## src/rtl/aes_pkg.sv

```systemverilog
// aes_pkg: shared AES key-schedule types, RCON table and S-box helper functions.
package aes_pkg;
  typedef logic [7:0] rcon_t;
  typedef enum logic [1:0] {IDLE, GEN, EMIT} keyexp_state_t;
  localparam int NR_AES128 = 10;
  // Padded to 16 entries so a 4-bit round+1 index never leaves the table
  localparam rcon_t RCON [16] = '{8'h00, 8'h01, 8'h02, 8'h04, 8'h08, 8'h10, 8'h20, 8'h40,
                                  8'h80, 8'h1b, 8'h36, 8'h00, 8'h00, 8'h00, 8'h00, 8'h00};
  function automatic logic [7:0] gmul(input logic [7:0] x, input logic [7:0] z);
    logic [7:0] p, a, b;
    p = 8'h00;
    a = x;
    b = z;
    for (int k = 0; k < 8; k++) begin
      p = b[0] ? p ^ a : p;
      a = a[7] ? {a[6:0], 1'b0} ^ 8'h1b : {a[6:0], 1'b0};
      b = b >> 1;
    end
    return p;
  endfunction
  // Multiplicative inverse as x^254, followed by the affine transform
  function automatic logic [7:0] sbox(input logic [7:0] x);
    logic [7:0] p, r;
    p = x;
    r = 8'h01;
    for (int k = 1; k < 8; k++) begin
      p = gmul(p, p);
      r = gmul(r, p);
    end
    return r ^ {r[6:0], r[7]} ^ {r[5:0], r[7:6]} ^ {r[4:0], r[7:5]} ^ {r[3:0], r[7:4]} ^ 8'h63;
  endfunction
endpackage

```

## src/rtl/aes_key_expand_key_round.sv

```systemverilog
// key_round: one combinational AES-128 key-schedule step (cur -> next round key).
module key_round
  import aes_pkg::*;
(
  input  logic [127:0] cur,
  input  rcon_t        rcon,
  output logic [127:0] next
);
  logic [31:0] sw, t, w4, w5, w6, w7;
  subword u_subword (.a({cur[23:0], cur[31:24]}), .y(sw));
  assign t  = sw ^ {rcon, 24'h0};
  assign w4 = cur[127:96] ^ t;
  assign w5 = cur[95:64] ^ w4;
  assign w6 = cur[63:32] ^ w5;
  assign w7 = cur[31:0] ^ w6;
  assign next = {w4, w5, w6, w7};
endmodule

```

## src/rtl/subword.sv

```systemverilog
// subword: AES SubWord, four parallel S-box lookups on a 32-bit word.
module subword
  import aes_pkg::*;
(
  input  logic [31:0] a,
  output logic [31:0] y
);
  for (genvar i = 0; i < 4; i++) begin : g_sbox
    assign y[8*i +: 8] = sbox(a[8*i +: 8]);
  end
endmodule

```

## src/rtl/aes_key_expand.sv

```systemverilog
// aes_key_expand: sequential AES-128 key schedule emitting round keys over valid/ready.
// Define AES_KEYEXP_REVERSE_EN to precompute all keys and emit them NR..0.
module aes_key_expand
  import aes_pkg::*;
#(
  parameter int NR = NR_AES128
) (
  input  logic         clk,
  input  logic         rst_n,
  input  logic         key_valid,
  output logic         key_ready,
  input  logic [127:0] key,
  output logic         rk_valid,
  input  logic         rk_ready,
  output logic [127:0] rk,
  output logic [3:0]   rk_idx,
  output logic         busy
);
  if (NR != NR_AES128) begin : g_nr_check
    $error("aes_key_expand supports only NR=10");
  end
  localparam logic [3:0] LAST = 4'(NR);
  keyexp_state_t state, state_n;
  logic [127:0] cur, nxt;
  logic [3:0] round;
  logic acc, adv;
  assign acc = key_valid && key_ready;
  assign adv = rk_valid && rk_ready;
  assign key_ready = state == IDLE;
  assign busy = state != IDLE;
  assign rk_valid = state == EMIT;
  assign rk_idx = round;
  key_round u_key_round (.cur(cur), .rcon(RCON[round + 4'd1]), .next(nxt));
  always_ff @(posedge clk or negedge rst_n)
    if (!rst_n) state <= IDLE;
    else state <= state_n;
`ifdef AES_KEYEXP_REVERSE_EN
  logic [127:0] key_buf [0:NR];
  always_comb
    state_n = acc ? GEN :
              (state == GEN && round == LAST - 4'd1) ? EMIT :
              (adv && round == 4'd0) ? IDLE : state;
  always_ff @(posedge clk or negedge rst_n)
    if (!rst_n) begin
      cur <= '0;
      round <= '0;
    end else if (acc) begin
      cur <= key;
      round <= '0;
    end else if (state == GEN) begin
      cur <= nxt;
      round <= round + 4'd1;
    end else if (adv && round != 4'd0) begin
      round <= round - 4'd1;
    end
  always_ff @(posedge clk)
    if (acc) key_buf[0] <= key;
    else if (state == GEN) key_buf[round + 4'd1] <= nxt;
  assign rk = rk_valid ? key_buf[round] : '0;
`else
  always_comb
    state_n = acc ? EMIT : (adv && round == LAST) ? IDLE : state;
  always_ff @(posedge clk or negedge rst_n)
    if (!rst_n) begin
      cur <= '0;
      round <= '0;
    end else if (acc) begin
      cur <= key;
      round <= '0;
    end else if (adv && round != LAST) begin
      cur <= nxt;
      round <= round + 4'd1;
    end
  assign rk = cur;
`endif
endmodule

```

## config.mk

```make
export PLATFORM = sky130hd
export DESIGN_NAME = aes_key_expand
export DESIGN_NICKNAME = d
export VERILOG_FILES = /design/src/rtl/aes_pkg.sv /design/src/rtl/aes_key_expand_key_round.sv /design/src/rtl/subword.sv /design/src/rtl/aes_key_expand.sv
export SDC_FILE = /design/constraint.sdc
export NUM_CORES = 2
export LEC_CHECK = 0
export CORE_MARGIN = 5
export CORE_UTILIZATION = 50
export DETAILED_ROUTE_END_ITERATION = 10
export GPL_ROUTABILITY_DRIVEN = 0
export MAX_ROUTING_LAYER = met4
export PLACE_DENSITY_LB_ADDON = 0.1
export RECOVER_POWER = 100
export SLEW_MARGIN = 20
export SYNTH_ARGS = -nofsm -noshare
export SYNTH_HDL_FRONTEND = slang
export SYNTH_SLANG_ARGS = --single-unit
```

## constraint.sdc

```tcl
create_clock -name clk -period 18.9 [get_ports clk]
set_clock_uncertainty 0.05 [all_clocks]
set_input_delay 1.89 -clock clk [delete_from_list [all_inputs] [get_ports clk]]
set_output_delay 1.89 -clock clk [all_outputs]
set_load 0.01 [all_outputs]
```

==> impl_metrics.json <==
{
  "grt_usage_pct": 30.6,
  "avgSynthCellArea_um2": 7.48,
  "synth_edf_count": 0,
  "design_area_um2": 67400,
  "fp.dieH_um": 361,
  "rr_startpoint": "rk[15]",
  "outcome": "finished, violations left",
  "slowest_stage": "xnor2_2",
  "die_w_um": 361,
  "core_area_um2": 122000,
  "port_buffers": 266,
  "final_nets": 8444,
  "cts.hold.buffers_added": 0,
  "cts_tree": "yes",
  "drive_gt1_share_pct": 8.53,
  "cts_buffers": 17,
  "clk_pin_slew_ps": 80,
  "rr_endpoint": "rk[23]",
  "slew_headroom_pct": -246,
  "syn_inst": 8235,
  "ys_async_sr_fraction_pct": 100,
  "htree_levels": 4,
  "cp_slowest_stage_delay_ps": 810,
  "cp.required_ps": 19140,
  "rows": 128,
  "crit_path_end_kind": "flop",
  "ys_ff_latch": 133,
  "grt_pass1_vias": 55100,
  "ios": 267,
  "area_growth_pct": 9.36,
  "grt_start_max_net_pins": 82,
  "ys_types": 125,
  "timing.setup.tns_ps": 0,
  "cts_sinks": 133,
  "hp-class": "flop to flop",
  "crit_path_start": "rk[15]",
  "syn-num-nets": 8392,
  "place_area_um2": 66700,
  "grt_first_pass_wirelength_um": 320000,
  "dr.pass1.iters": 6,
  "post-dp-hpwl_um": 152000,
  "critPathArrivalTime_ps": 18390,
  "ant_nets": 0,
  "hold_viol": 0,
  "grt_overflow": 0,
  "finalCritPeriodShare_pct": 96.0,
  "slew_viol_final": 192,
  "criticalPathCategory": "flop to flop",
  "netlist_top_cells_area": "xnor2_1, xnor3_1, nor2_1",
  "setup_viol": 0,
  "syn-cell-area_um2": 61600,
  "crit_top_cell": "xnor2_1",
  "root_buffer": "clkbuf_16",
  "critPathLaunchType": "flop",
  "vias_per_cell": 6.02,
  "worstMarginPinSlew_ps": 5200,
  "seq_area_frac_synth_pct": 5.40,
  "critPathMaxFanout": 28,
  "drc": 0,
  "r2r_slack_ps": 760,
  "clock.fmax_mhz": 55.1,
  "utilization_pct": 55.2,
  "nFillCells": 11700,
  "start_util_pct": 50.4,
  "maxCapViolations": 4,
  "wl_um": 204000,
  "clk_path_buf_depth": 2,
  "vias": 59800,
  "synth-main-ff-cell": "dfrtp_1",
  "reg2reg_depth": 52,
  "drt-wirelength-per-cell_um": 20.6,
  "critPathCapture": "rk[23]",
  "yosysWarnings": 0,
  "antenna_found_initial": 5,
  "clock_latency_ps": 510,
  "synth_top_area_share_pct": 24.1,
  "drtIter0Drc": 5927,
  "synth_top_area_cell": "xnor2_1",
  "min_period_ps": 18140,
  "die_area_um2": 130000,
  "violations": "max-capacitance violations, max-slew violations"
}
worst min-delay path by stage:
stage | start | to | slack (ps) | cells after the start
5_1_grt | rk[114] | rk[114] | 540 | 2
3_3_place_gp | rk[118] | rk[118] | 500 | 2
4_1_cts | rk[114] | rk[114] | 530 | 2
6_report | rk[114] | rk[114] | 520 | 2
3_5_place_dp | rk[36] | rk[36] | 510 | 2
2_1_floorplan | rk[104] | rk[104] | 510 | 2
critical path, delay by kind of cell (launching register included):
kind                     cells  cell delay [ps]
XOR/XNOR                    33            11750
AND/OR/NAND/NOR              8             2040
buffers and inverters        4             1200
adder cells (fa/ha/maj)      2             1020
AO/OA/AOI/OAI                4              760
flip-flops                   1              720
multiplexers                 1              310
synthesized netlist by cell type (25+ instances only):
cell,count
xnor2_1,1694
ha_1,25
buf_2,132
o22ai_1,113
nand3_1,184
a221o_1,35
xnor2_2,95
xor2_1,467
clkbuf_1,348
inv_1,80
or2_2,27
a22oi_1,100
xor3_1,33
o21ai_0,384
nor2_1,1126
nand2b_1,52
nor3_1,199
or3_1,34
mux2_2,32
nand2_1,933
buf_4,30
nor2b_1,50
xnor3_1,282
o31ai_1,28
a211oi_1,73
and3_1,40
a21oi_1,427
dfrtp_1,133
a31oi_1,84
mux2i_1,198
o21ai_1,49
o211ai_1,56
and2_1,50
o211a_1,31
a221oi_1,31
xor2_2,32
buf_1,39
xnor3_2,27
placed cells by master (no fill, tap or decap), types with 56 or more instances in the layout:
master / instances
o211ai_1: 56
a31oi_1: 84
xor2_1: 456
clkdlybuf4s50_1: 133
a211oi_1: 73
a21oi_1: 427
nand2_1: 931
xnor2_2: 126
dlygate4sd3_1: 132
o22ai_1: 113
xnor2_1: 1659
dfrtp_1: 132
nor2_1: 1121
xnor3_1: 280
nor3_1: 198
inv_1: 81
nand3_1: 184
buf_4: 310
mux2i_1: 198
o21ai_0: 392
a22oi_1: 100
routing by layer:
layer  track usage (%)  routed length, um  share of wire (%)  up-vias
met3              3.78              15400                7.5      284
met5                 -                  0                  0        -
met1              42.0              91200                 45    28600
met2              48.3              92900                 46     2456
met4              7.45               4620                2.3        0
li1                  -                  -                  -    28400
final cells by class:
type	count	area, um^2	share of cell area, %
sequential	133	3330	4.94
multi-input combinational	7452	56000	83.1
timing repair buffer	584	5010	7.44
clock inverter	14	178	0.264
inverter	99	372	0.551
antenna	5	12.5	0.0186
clock buffer	18	439	0.652
tap	1625	2030	3.02
state kept, by name (all words and copies together) (netlist names):
name,cells
rk,128
rk_idx,4
state,1
metrics by stage:
step / setup WS (ps) / instances / hold slack, ps
final: 757 / 9930 / 520
after global routing: -0.991 / 9929 / 538
after CTS: 342 / 9920 / 527
after detailed placement: 423 / 9888 / 508
after global placement: 974 / 9888 / 495
after floorplan: 3460 / 8235 / 513
cells by family after synthesis:
family                     Yosys count  share of synthesized area [%]
muxes                              232                           3.84
xor gates and xnor gates          2659                           48.0
adders and majority gates           27                          0.540
DFF                                133                           5.40
AOI/OAI and AO/OA                 1693                           17.8
and+or+nand+nor                   2841                           20.0
buffers and inverters              650                           4.43
what timing repair did:
action,4_1_cts,5_1_grt
gates resized for setup,0,25
endpoints found under the setup margin,0,39
setup buffers,0,5
Power is not shown: default switching activity piles up to over one toggle a cycle in this logic, so the estimate is an artifact.
